==> src/rtl/attack_controller.sv <==
// Attack-phase sequencer for the battleship game: latches the ship map, turns confirm edges into
// single-cycle shot evaluations, tracks shot/hit maps and declares victory or defeat.
module attack_controller #(
  parameter int unsigned M_COLUNE_SIZE   = 7,
  parameter int unsigned M_TOTAL_COLUNES = 5,
  parameter int unsigned M_DATA_WIDTH    = 35,
  parameter int unsigned MAX_SHOTS       = 12
) (
  input  logic                    clk,
  input  logic                    reset,
  input  logic [1:0]              game_state_code,
  input  logic [M_DATA_WIDTH-1:0] selected_map,
  input  logic [2:0]              x_coord_code,
  input  logic [2:0]              y_coord_code,
  input  logic                    confirm_attack,
  output logic [M_DATA_WIDTH-1:0] shot_map,
  output logic [M_DATA_WIDTH-1:0] hit_map,
  output logic [5:0]              shots_left,
  output logic [5:0]              hits,
  output logic [1:0]              ledRgb,
  output logic                    game_over
);

  typedef enum logic [2:0] {StOff, StPrep, StArmed, StEval, StWon, StLost} state_e;

  localparam logic [5:0] MaxShots = 6'(MAX_SHOTS);

  state_e                  state;
  logic [M_DATA_WIDTH-1:0] target;
  logic [5:0]              ship_cells;
  logic [2:0]              x_q;
  logic [2:0]              y_q;
  logic                    confirm_q;

  logic       code_off;
  logic       rise;
  logic       valid;
  logic [5:0] idx;
  logic       already_shot;
  logic       consume;
  logic       is_hit;
  logic [5:0] new_hits;
  logic [5:0] new_shots;

  function automatic logic [5:0] popcount(input logic [M_DATA_WIDTH-1:0] v);
    logic [5:0] c;
    c = '0;
    for (int i = 0; i < int'(M_DATA_WIDTH); i++) c = c + 6'(v[i]);
    return c;
  endfunction

  always_comb begin
    code_off     = (game_state_code == 2'b00) || (game_state_code == 2'b11);
    rise         = confirm_attack & ~confirm_q;
    valid        = (32'(x_q) < M_TOTAL_COLUNES) && (32'(y_q) < M_COLUNE_SIZE);
    idx          = {3'b000, x_q} * 6'(M_COLUNE_SIZE) + {3'b000, y_q};
    already_shot = valid ? shot_map[idx] : 1'b0;
    // shots_left > 0 keeps the counter from wrapping
    consume      = valid && !already_shot && (shots_left != 6'd0);
    is_hit       = consume && target[idx];
    new_hits     = hits + 6'(is_hit);
    new_shots    = consume ? shots_left - 6'd1 : shots_left;
  end

  always_ff @(posedge clk or posedge reset) begin
    if (reset) begin
      state      <= StOff;
      target     <= '0;
      ship_cells <= '0;
      x_q        <= '0;
      y_q        <= '0;
      confirm_q  <= 1'b0;
      shot_map   <= '0;
      hit_map    <= '0;
      shots_left <= '0;
      hits       <= '0;
      ledRgb     <= 2'b00;
      game_over  <= 1'b0;
    end else begin
      confirm_q <= confirm_attack;
      if (code_off) begin
        state      <= StOff;
        target     <= '0;
        ship_cells <= '0;
        shot_map   <= '0;
        hit_map    <= '0;
        shots_left <= '0;
        hits       <= '0;
        ledRgb     <= 2'b00;
        game_over  <= 1'b0;
      end else begin
        unique case (state)
          StOff: begin
            if (game_state_code == 2'b01) state <= StPrep;
          end
          StPrep: begin
            shot_map   <= '0;
            hit_map    <= '0;
            hits       <= '0;
            ledRgb     <= 2'b00;
            game_over  <= 1'b0;
            shots_left <= MaxShots;
            target     <= selected_map;
            ship_cells <= popcount(selected_map);
            if (game_state_code == 2'b10) state <= StArmed;
          end
          StArmed: begin
            if (game_state_code == 2'b01) begin
              state <= StPrep;
            end else if (ship_cells == 6'd0) begin
              state     <= StWon;
              ledRgb    <= 2'b10;
              game_over <= 1'b1;
            end else if (rise) begin
              x_q   <= x_coord_code;
              y_q   <= y_coord_code;
              state <= StEval;
            end
          end
          StEval: begin
            if (!consume) begin
              ledRgb <= 2'b11;
            end else begin
              shot_map[idx] <= 1'b1;
              shots_left    <= new_shots;
              if (is_hit) begin
                hit_map[idx] <= 1'b1;
                hits         <= new_hits;
                ledRgb       <= 2'b10;
              end else begin
                ledRgb <= 2'b01;
              end
            end
            // a win on the final shot takes precedence over running out
            if (new_hits == ship_cells) begin
              state     <= StWon;
              game_over <= 1'b1;
            end else if (new_shots == 6'd0) begin
              state     <= StLost;
              game_over <= 1'b1;
            end else begin
              state <= StArmed;
            end
          end
          StWon: begin
            if (game_state_code == 2'b01) begin
              state <= StPrep;
            end else begin
              ledRgb    <= 2'b10;
              game_over <= 1'b1;
            end
          end
          StLost: begin
            if (game_state_code == 2'b01) begin
              state <= StPrep;
            end else begin
              ledRgb    <= 2'b01;
              game_over <= 1'b1;
            end
          end
          default: state <= StOff;
        endcase
      end
    end
  end

endmodule

==> config.mk <==
export PLATFORM = sky130hd
export DESIGN_NAME = attack_controller
export DESIGN_NICKNAME = d
export VERILOG_FILES = /design/src/rtl/attack_controller.sv
export SDC_FILE = /design/constraint.sdc
export NUM_CORES = 1
export LEC_CHECK = 0
export BUFFER_PORTS_ARGS = -buffer_cell sky130_fd_sc_hd__buf_2
export CAP_MARGIN = 40
export CORE_MARGIN = 1
export CORE_UTILIZATION = 54
export CTS_CLUSTER_DIAMETER = 200
export DETAILED_ROUTE_END_ITERATION = 16
export PLACE_DENSITY_LB_ADDON = 0.15
export SETUP_SLACK_MARGIN = 0.5
export SYNTH_ARGS = -nofsm -noshare
export SYNTH_HDL_FRONTEND = slang
export SYNTH_SLANG_ARGS = --single-unit
==> constraint.sdc <==
create_clock -name clk -period 6.7 [get_ports clk]
set_clock_uncertainty 0.2 [all_clocks]
set_input_delay 0.67 -clock clk [delete_from_list [all_inputs] [get_ports clk]]
set_output_delay 0.67 -clock clk [all_outputs]
set_load 0.03 [all_outputs]
==> flow_summary.json, run 1 <==
{
  "drv_slew": 0,
  "vias": 6321,
  "synth_area_um2": 7797,
  "hp-class": "in -> reg",
  "slowest_delay_ns": 0.76,
  "ys.warnings.count": 0,
  "synth_top_family_by_area": "compound AO/OA/AOI/OAI gates",
  "cts_root_buf": "clkbuf_16",
  "timing.rr.end": "game_over",
  "synthesis.instances": 754,
  "n_fill_cell": 1124,
  "min_period_ns": 5.842,
  "ioPinCount": 131,
  "fin_crit_sh_pct": 87.20,
  "synth_compound_area_share_pct": 18.12,
  "clk_pin_slew_ns": 0.06,
  "area.growth.synth_to_final_pct": 18.23,
  "cts.sinks": 136,
  "synth_adder_area_share_pct": 11.97,
  "final-hold-violation-count": 0,
  "synth_cell_types": 67,
  "grt_start_max_net_pins": 66,
  "crit_type": "reg -> reg",
  "total_leakage_power_uw": 0.004615,
  "die_h_um": 122.2,
  "slew_headroom_pct": 44.00,
  "critPathBufInv": 1,
  "portBuffers": 130,
  "arrival_ns": 5.96,
  "synth-xor-area-share_pct": 2.471,
  "fin_nets": 972,
  "worstHoldStart": "confirm_attack",
  "gp_congestion": 0.8441,
  "layout_commonest_cell": "dfrtp_1",
  "final_cell_mix": "dfrtp_1 (136), buf_2 (130), nand2_1 (106)",
  "htreeDepth": 4,
  "synthMuxAreaShare_pct": 5.087,
  "wirelength_um": 19770,
  "cp_cell_sequence": "fa_1 > fa_1 > fa_2 > inv_1 > a2bb2oi_1 > o22ai_1 > a311o_1 > a311oi_4 > and2_2 > ha_1 > ha_1 > xnor2_1 > xnor2_1 > nor4_1 > a31oi_1 > a211o_1 > o311ai_1",
  "antenna_found_initial": 0,
  "reg2reg_depth": 17,
  "dp_hpwl_um": 14180,
  "r2r-start": "x_q[0]",
  "min_to": "confirm_q",
  "crit_path_end_kind": "register",
  "n_antenna_cell": 0,
  "drtIter0Drc": 607,
  "crit_family": "adder cells",
  "grt-ovfl-total": 0,
  "worstHoldPathCells": 1,
  "peakVddDrop_mv": 0.4587,
  "r2r_slack_ns": 0.86,
  "start_util_pct": 55.74,
  "remaining_drc_errors": 0,
  "track_usage_pct": 28.33,
  "clockBufferDepth": 2,
  "maxCapViolations": 0,
  "crit_path_start_kind": "register",
  "synth_top_area_share_pct": 43.65,
  "postRouteAntennaNets": 0,
  "cts_tree": "done",
  "grt_pass1_wl_um": 31920,
  "finalSetupViolations": 0,
  "ys_seq_area_share_pct": 43.65,
  "ys_seq_elements": 136,
  "synthSimpleGateAreaFrac_pct": 12.93,
  "cp.required_ns": 6.82,
  "fp-row-count": 43,
  "status": "completed",
  "fp.dieArea_um2": 14920,
  "dr.pass1.iters": 5,
  "postCtsSetupBuffers": 0,
  "cts_hold_buf": 0,
  "worst_pin_slew_ns": 0.8400,
  "syn_nets": 856,
  "power_density_nw_per_um2": 547.3,
  "cts_buffers": 17,
  "drive_gt1_share_pct": 23.58,
  "max_freq_mhz": 171.2,
  "synth_edf_count": 0,
  "yosys-top-cells-area": "dfrtp_1 (44%), fa_1 (8.0%), a22o_1 (7.8%), nand2_1 (5.1%), ha_1 (4.0%)",
  "avgSynthCellArea_um2": 10.34,
  "core_um2": 13990,
  "setup_tns_ns": 0,
  "fin_total_pwr_uw": 5045,
  "yosysTopAreaCell": "dfrtp_1",
  "critPathMaxFanout": 17,
  "clock_latency_ns": 0.43,
  "rsz0062_at_grt": "no",
  "wire_per_inst_um": 18.62,
  "ys.flop_type": "dfrtp_1",
  "fp.dieW_um": 122.2,
  "vias_per_cell": 5.952,
  "slowest_stage": "fa_2",
  "synthArstFlopShare_pct": 100.0,
  "grt_pass1_vias": 6104
}
registers in the layout, summed over array words and instances (netlist names):
| signal | flops |
|---|---|
| hits | 6 |
| state | 3 |
| y_q | 3 |
| x_q | 3 |
| shot_map | 35 |
| ledRgb | 2 |
| game_over | 1 |
| shots_left | 6 |
| hit_map | 35 |
| target | 35 |
| ship_cells | 6 |
| confirm_q | 1 |
per-layer routing:
layer / routed length (um) / share of wire [%] / GRT usage (%)
met2: 9627 / 49 / 44.56
met5: 0 / 0 / 0
met3: 1219 / 6.2 / 5.103
met4: 422 / 2.1 / 10.82
met1: 8501 / 43 / 39.14
final cells by class:
type | count | area [um2] | area share (%)
clock buffer | 18 | 439.2 | 4.764
timing repair buffer | 140 | 745.7 | 8.089
clock inverter | 13 | 191.4 | 2.077
inverter | 63 | 239.0 | 2.592
sequential | 136 | 3403 | 36.92
tap | 180 | 225.2 | 2.443
multi-input combinational | 512 | 3975 | 43.12
cells by family (layout without fill, tap and decap cells):
kind of cell / Yosys count / in the layout
mux: 27 / 27
simple gates: 215 / 215
xor+xnor: 19 / 19
fa+ha+maj: 56 / 56
compound gates: 195 / 195
flops: 136 / 136
buf+inv: 106 / 234
synthesized netlist by cell type, drive strengths merged (2+ instances only):
cell       n
a211o      3
a211oi     3
a21o       4
a21oi     60
a22o      69
a2bb2oi    3
a31oi      4
a41oi      3
and2       2
buf       15
clkbuf    28
clkinv     2
dfrtp    136
fa        31
ha        25
inv       61
mux2       8
mux2i     11
mux4       8
nand2    106
nand2b    10
nand3     25
nand4      2
nor2      35
nor2b      5
nor3      18
nor4       3
nor4b      2
o211ai     5
o21ai     19
o221ai     4
o22ai      6
o31ai      2
o41ai      2
or3        2
xnor2     12
xor2       7
power by group:
group	leakage, uW	internal (uW)	switching (uW)
combinational	0.00244	1060	1890
clock	0.000312	635	368
sequential	0.00187	957	131
metrics by stage:
stage	instances	utilization [%]	hold slack [ns]	instance area (um2)	setup WS, ns
floorplan	754	-	0.2971	7797	1.165
global placement	1030	61.05	0.2822	8539	0.6643
detailed placement	1031	61.24	0.2882	8567	0.5461
CTS	1062	65.77	0.1563	9200	0.6920
global route	1062	65.90	0.1556	9219	0.5047
finish	1062	65.90	0.1649	9219	0.8579
worst max path at each step:
stage	endpoint	start	slack [ns]	cells past startpoint
6_report	game_over	x_q[0]	0.86	17
5_1_grt	game_over	x_q[0]	0.50	17
4_1_cts	game_over	x_q[0]	0.69	17
3_5_place_dp	game_over	x_q[0]	0.55	17
3_3_place_gp	game_over	x_q[0]	0.66	17
2_1_floorplan	game_over	x_q[0]	1.16	18
repair_timing:
action	in CTS	in global routing
resized for setup	1	4
pin swaps	0	1
endpoints found under the setup margin	1	4
No activity file was read; power rests on OpenSTA's default activity.
==> inputs of run 2 (changes only) <==
--- a/config.mk
+++ b/config.mk
@@ -11,6 +11,7 @@
 export CORE_UTILIZATION = 54
 export CTS_CLUSTER_DIAMETER = 200
 export DETAILED_ROUTE_END_ITERATION = 16
+export MAX_ROUTING_LAYER = met4
 export PLACE_DENSITY_LB_ADDON = 0.15
 export SETUP_SLACK_MARGIN = 0.5
 export SYNTH_ARGS = -nofsm -noshare
==> flow_summary.json, run 2 (synthesis results as in run 1) <==
{
  "cts_root_buf": "clkbuf_16",
  "rsz0062_at_grt": "no",
  "clockBufferDepth": 2,
  "clk_pin_slew_ns": 0.06,
  "n_antenna_cell": 0,
  "critPathBufInv": 1,
  "wire_per_inst_um": 18.66,
  "fin_crit_sh_pct": 87.25,
  "gp_congestion": 0.8573,
  "slew_headroom_pct": 43.52,
  "grt_pass1_vias": 6110,
  "status": "completed",
  "use_met3_pct": 4.963,
  "htreeDepth": 4,
  "crit_type": "reg -> reg",
  "fin_total_pwr_uw": 5054,
  "cts_tree": "done",
  "ioPinCount": 131,
  "vias": 6339,
  "layout_commonest_cell": "dfrtp_1",
  "setup_tns_ns": 0,
  "maxCapViolations": 0,
  "remaining_drc_errors": 0,
  "fp.dieW_um": 122.2,
  "antenna_found_initial": 0,
  "clock_latency_ns": 0.43,
  "power_density_nw_per_um2": 548.2,
  "wirelength_um": 19820,
  "grt_start_max_net_pins": 66,
  "start_util_pct": 55.74,
  "final_cell_mix": "dfrtp_1 (136), buf_2 (130), nand2_1 (106)",
  "area.growth.synth_to_final_pct": 18.23,
  "finish.utilization_pct": 65.90,
  "final-hold-violation-count": 0,
  "cp_cell_sequence": "fa_1 > fa_1 > fa_2 > inv_1 > a2bb2oi_1 > o22ai_1 > a311o_1 > a311oi_4 > and2_2 > ha_1 > ha_1 > xnor2_1 > xnor2_1 > nor4_1 > a31oi_1 > a211o_1 > o311ai_1",
  "slowest_delay_ns": 0.76,
  "grt_pass1_wl_um": 31910,
  "crit_cells": 17,
  "r2r-start": "x_q[0]",
  "cts_hold_buf": 0,
  "fp-row-count": 43,
  "max_freq_mhz": 171.1,
  "drive_gt1_share_pct": 23.58,
  "slowest_stage": "fa_2",
  "crit_path_start_kind": "register",
  "core_um2": 13990,
  "crit_path_end_kind": "register",
  "track_usage_pct": 29.14,
  "holdWs_ns": 0.1654,
  "fp.dieArea_um2": 14920,
  "use_met2_pct": 44.53,
  "dr.pass1.iters": 5,
  "vias_per_cell": 5.969,
  "endpoint": "game_over",
  "total_leakage_power_uw": 0.004615,
  "crit_family": "adder cells",
  "reg2reg_depth": 17,
  "critPathMaxFanout": 17,
  "worst_pin_slew_ns": 0.8472,
  "r2r_slack_ns": 0.85,
  "peakVddDrop_mv": 0.4581,
  "timing.rr.end": "game_over",
  "startpoint": "x_q[0]",
  "worstHoldStart": "confirm_attack",
  "top_regs": "hit_map (35), shot_map (35), target (35)",
  "arrival_ns": 5.96,
  "cts_buffers": 17,
  "min_period_ns": 5.846,
  "drv_slew": 0,
  "gr-usage-met1_pct": 39.14,
  "grt-ovfl-total": 0,
  "postRouteAntennaNets": 0,
  "busiest_layer": "met2",
  "hp-class": "in -> reg",
  "cts.sinks": 136,
  "portBuffers": 130,
  "fin_nets": 972,
  "drtIter0Drc": 554,
  "finalSetupViolations": 0,
  "die_h_um": 122.2,
  "postCtsSetupBuffers": 0,
  "dp_hpwl_um": 14180,
  "cp.required_ns": 6.82
}
==> run 2: cell counts in the layout (fill, tap and decap cells not counted) <==
No cell type changed its count.
==> run 2: layout make-up <==
type,instances,area [um2]
clock buffer,18,439.2
clock inverter,13,191.4
fill,1124,4770
inverter,63,239.0
multi-input combinational,512,3975
sequential,136,3403
tap,180,225.2
timing repair buffer,140,745.7
==> run 2: report_power, final <==
group / internal, uW / switching [uW] / leakage [uW]
clock network: 635 / 370 / 0.000312
logic: 1060 / 1900 / 0.00244
registers: 957 / 131 / 0.00187
total: 2650 / 2400 / 0.00461
==> run 2: timing repair <==
item / 4_1_cts / 5_1_grt
setup endpoints to repair: 1 / 4
pin swaps: 0 / 1
gates resized for setup: 1 / 4
==> run 2: how the worst min path moves through the flow <==
stage / endpoint / slack [ns] / cells after the start
after global placement: hit_map[26] / 0.28 / 1
after CTS: confirm_q / 0.16 / 1
after floorplan: target[10] / 0.30 / 2
final: confirm_q / 0.17 / 1
after global routing: confirm_q / 0.16 / 1
after detailed placement: hit_map[3] / 0.29 / 1
==> run 2: routing by layer <==
metal | up-vias | wire length [um]
li1 | 2888 | -
met1 | 3165 | 8528
met2 | 246 | 9620
met3 | 40 | 1204
met4 | 0 | 464
met5 | - | 0
==> run 2: per-stage QoR <==
stage	cell area [um2]	setup slack [ns]	cells
after global routing	9219	0.5046	1062
after detailed placement	8567	0.5461	1031
after global placement	8539	0.6643	1030
final	9219	0.8541	1062
after floorplan	7797	1.165	754
after CTS	9200	0.6920	1062
==> inputs of run 3 (changes only) <==
--- a/config.mk
+++ b/config.mk
@@ -13,7 +13,9 @@
 export DETAILED_ROUTE_END_ITERATION = 16
 export MAX_ROUTING_LAYER = met4
 export PLACE_DENSITY_LB_ADDON = 0.15
+export RECOVER_POWER = 25
 export SETUP_SLACK_MARGIN = 0.5
+export SKIP_CTS_REPAIR_TIMING = 1
 export SYNTH_ARGS = -nofsm -noshare
 export SYNTH_HDL_FRONTEND = slang
 export SYNTH_SLANG_ARGS = --single-unit
==> flow_summary.json, run 3 (synthesis results as in run 1) <==
{
  "crit_path_end_kind": "register",
  "top_regs": "hit_map (35), shot_map (35), target (35)",
  "portBuffers": 130,
  "clk_pin_slew_ns": 0.06,
  "layout_commonest_cell": "dfrtp_1",
  "switching_share_pct": 47.44,
  "total_leakage_power_uw": 0.004598,
  "antenna_found_initial": 0,
  "vias_per_cell": 5.965,
  "grt_pass1_vias": 6110,
  "cts.sinks": 136,
  "peakVddDrop_mv": 0.4579,
  "gp_congestion": 0.8573,
  "fp-row-count": 43,
  "seqCellArea_um2": 3403,
  "p_switching_uw": 2396,
  "cp_cell_sequence": "fa_1 > fa_1 > fa_2 > inv_1 > a2bb2oi_1 > o22ai_1 > a311o_1 > a311oi_4 > and2_2 > ha_1 > ha_1 > xnor2_1 > xnor2_1 > nor4_1 > a31oi_1 > a211o_1 > o311ai_1",
  "dp_cells": 1031,
  "critPathMaxFanout": 17,
  "setup_tns_ns": 0,
  "remaining_drc_errors": 0,
  "worst_pin_slew_ns": 2.826,
  "clock_latency_ns": 0.43,
  "fin_crit_sh_pct": 87.22,
  "postRouteAntennaNets": 0,
  "grt-ovfl-total": 0,
  "combPwrFrac_pct": 58.5,
  "cts_buffers": 17,
  "core_um2": 13990,
  "n_antenna_cell": 0,
  "cp.required_ns": 6.82,
  "clockBufferDepth": 2,
  "fin_total_pwr_uw": 5050,
  "rsz0062_at_grt": "no",
  "critPathBufInv": 1,
  "fp.dieArea_um2": 14920,
  "slowest_delay_ns": 0.76,
  "cts_tree": "done",
  "area.growth.synth_to_final_pct": 18.13,
  "maxCapViolations": 1,
  "p_clk_share_pct": 19.9,
  "multiInputGateArea_um2": 3975,
  "wire_per_inst_um": 18.66,
  "start_util_pct": 55.74,
  "track_usage_pct": 29.14,
  "die_h_um": 122.2,
  "seqPwrFrac_pct": 21.6,
  "power_density_nw_per_um2": 548.2,
  "slowest_stage": "fa_2",
  "ioPinCount": 131,
  "slew_headroom_pct": -89.44,
  "fin_nets": 972,
  "vias": 6335,
  "final-hold-violation-count": 0,
  "min_period_ns": 5.844,
  "fp.dieW_um": 122.2,
  "drive_gt1_share_pct": 23.24,
  "grt_start_max_net_pins": 66,
  "grt_pass1_wl_um": 31910,
  "final_cells": 1062,
  "crit_path_start_kind": "register",
  "drtIter0Drc": 552,
  "htreeDepth": 4,
  "hp-class": "in -> reg",
  "final_cell_mix": "dfrtp_1 (136), buf_2 (128), nand2_1 (106)",
  "arrival_ns": 5.96,
  "drv_slew": 66,
  "p_int_uw": 2654,
  "cts_root_buf": "clkbuf_16",
  "violations": "capacitance limit, slew limit",
  "status": "finished, violations left",
  "max_freq_mhz": 171.1,
  "finalSetupViolations": 0,
  "dp_hpwl_um": 14180,
  "wirelength_um": 19820,
  "crit_family": "adder cells",
  "crit_type": "reg -> reg",
  "n_fill_cell": 1129,
  "dr.pass1.iters": 5
}
run 3: cell types whose count changed in the layout (fill, tap and decap cells not counted):
cell        previous run  this run
buf_2                130       128
buf_4                  9         8
clkinvlp_2             0         1
inv_4                  1         0
clkbuf_1               0         3
run 3: layout make-up:
type | count | area share (%)
clock inverter | 13 | 2.078
timing repair buffer | 140 | 8.028
tap | 180 | 2.445
multi-input combinational | 512 | 43.15
clock buffer | 18 | 4.768
sequential | 136 | 36.95
inverter | 63 | 2.581
run 3: metal layers:
layer | global-route usage (%) | wire [um] | part of all wire [%] | vias to the layer above
li1 | - | - | - | 2895
met1 | 39.14 | 8496 | 43 | 3173
met2 | 44.53 | 9693 | 49 | 232
met3 | 4.963 | 1201 | 6.1 | 35
met4 | 10.82 | 425 | 2.1 | 0
met5 | - | 0 | 0 | -
run 3: power by group through the flow:
stage,Sequential (uW),Combinational (uW),Clock [uW]
2_1_floorplan,1170,2170,0
3_3_place_gp,1090,2770,0
3_5_place_dp,1100,2860,0
4_1_cts,1090,2880,1010
5_1_grt,1100,3240,1050
6_report,1090,2960,1010
run 3: worst paths after layout:
path	from	endpoint	slack [ns]	cells past startpoint
setup / recovery	x_q[0]	game_over	0.86	17
hold / removal	confirm_attack	confirm_q	0.17	1
setup reg to reg	x_q[0]	game_over	0.86	17
hold reg to reg	hit_map[28]	hit_map[28]	0.30	1
max in group asynchronous	reset	target[32]	3.23	4
min in group asynchronous	reset	hit_map[12]	0.83	2
run 3: stage by stage:
stage	worst slack, ns	utilization [%]	hold slack (ns)	cell area [um2]
2_1_floorplan	1.165	-	0.2971	7797
3_3_place_gp	0.6643	61.05	0.2822	8539
3_5_place_dp	0.5461	61.24	0.2882	8567
4_1_cts	0.4718	65.75	0.1563	9198
5_1_grt	0.5046	65.85	0.1566	9211
6_report	0.8563	65.85	0.1661	9211
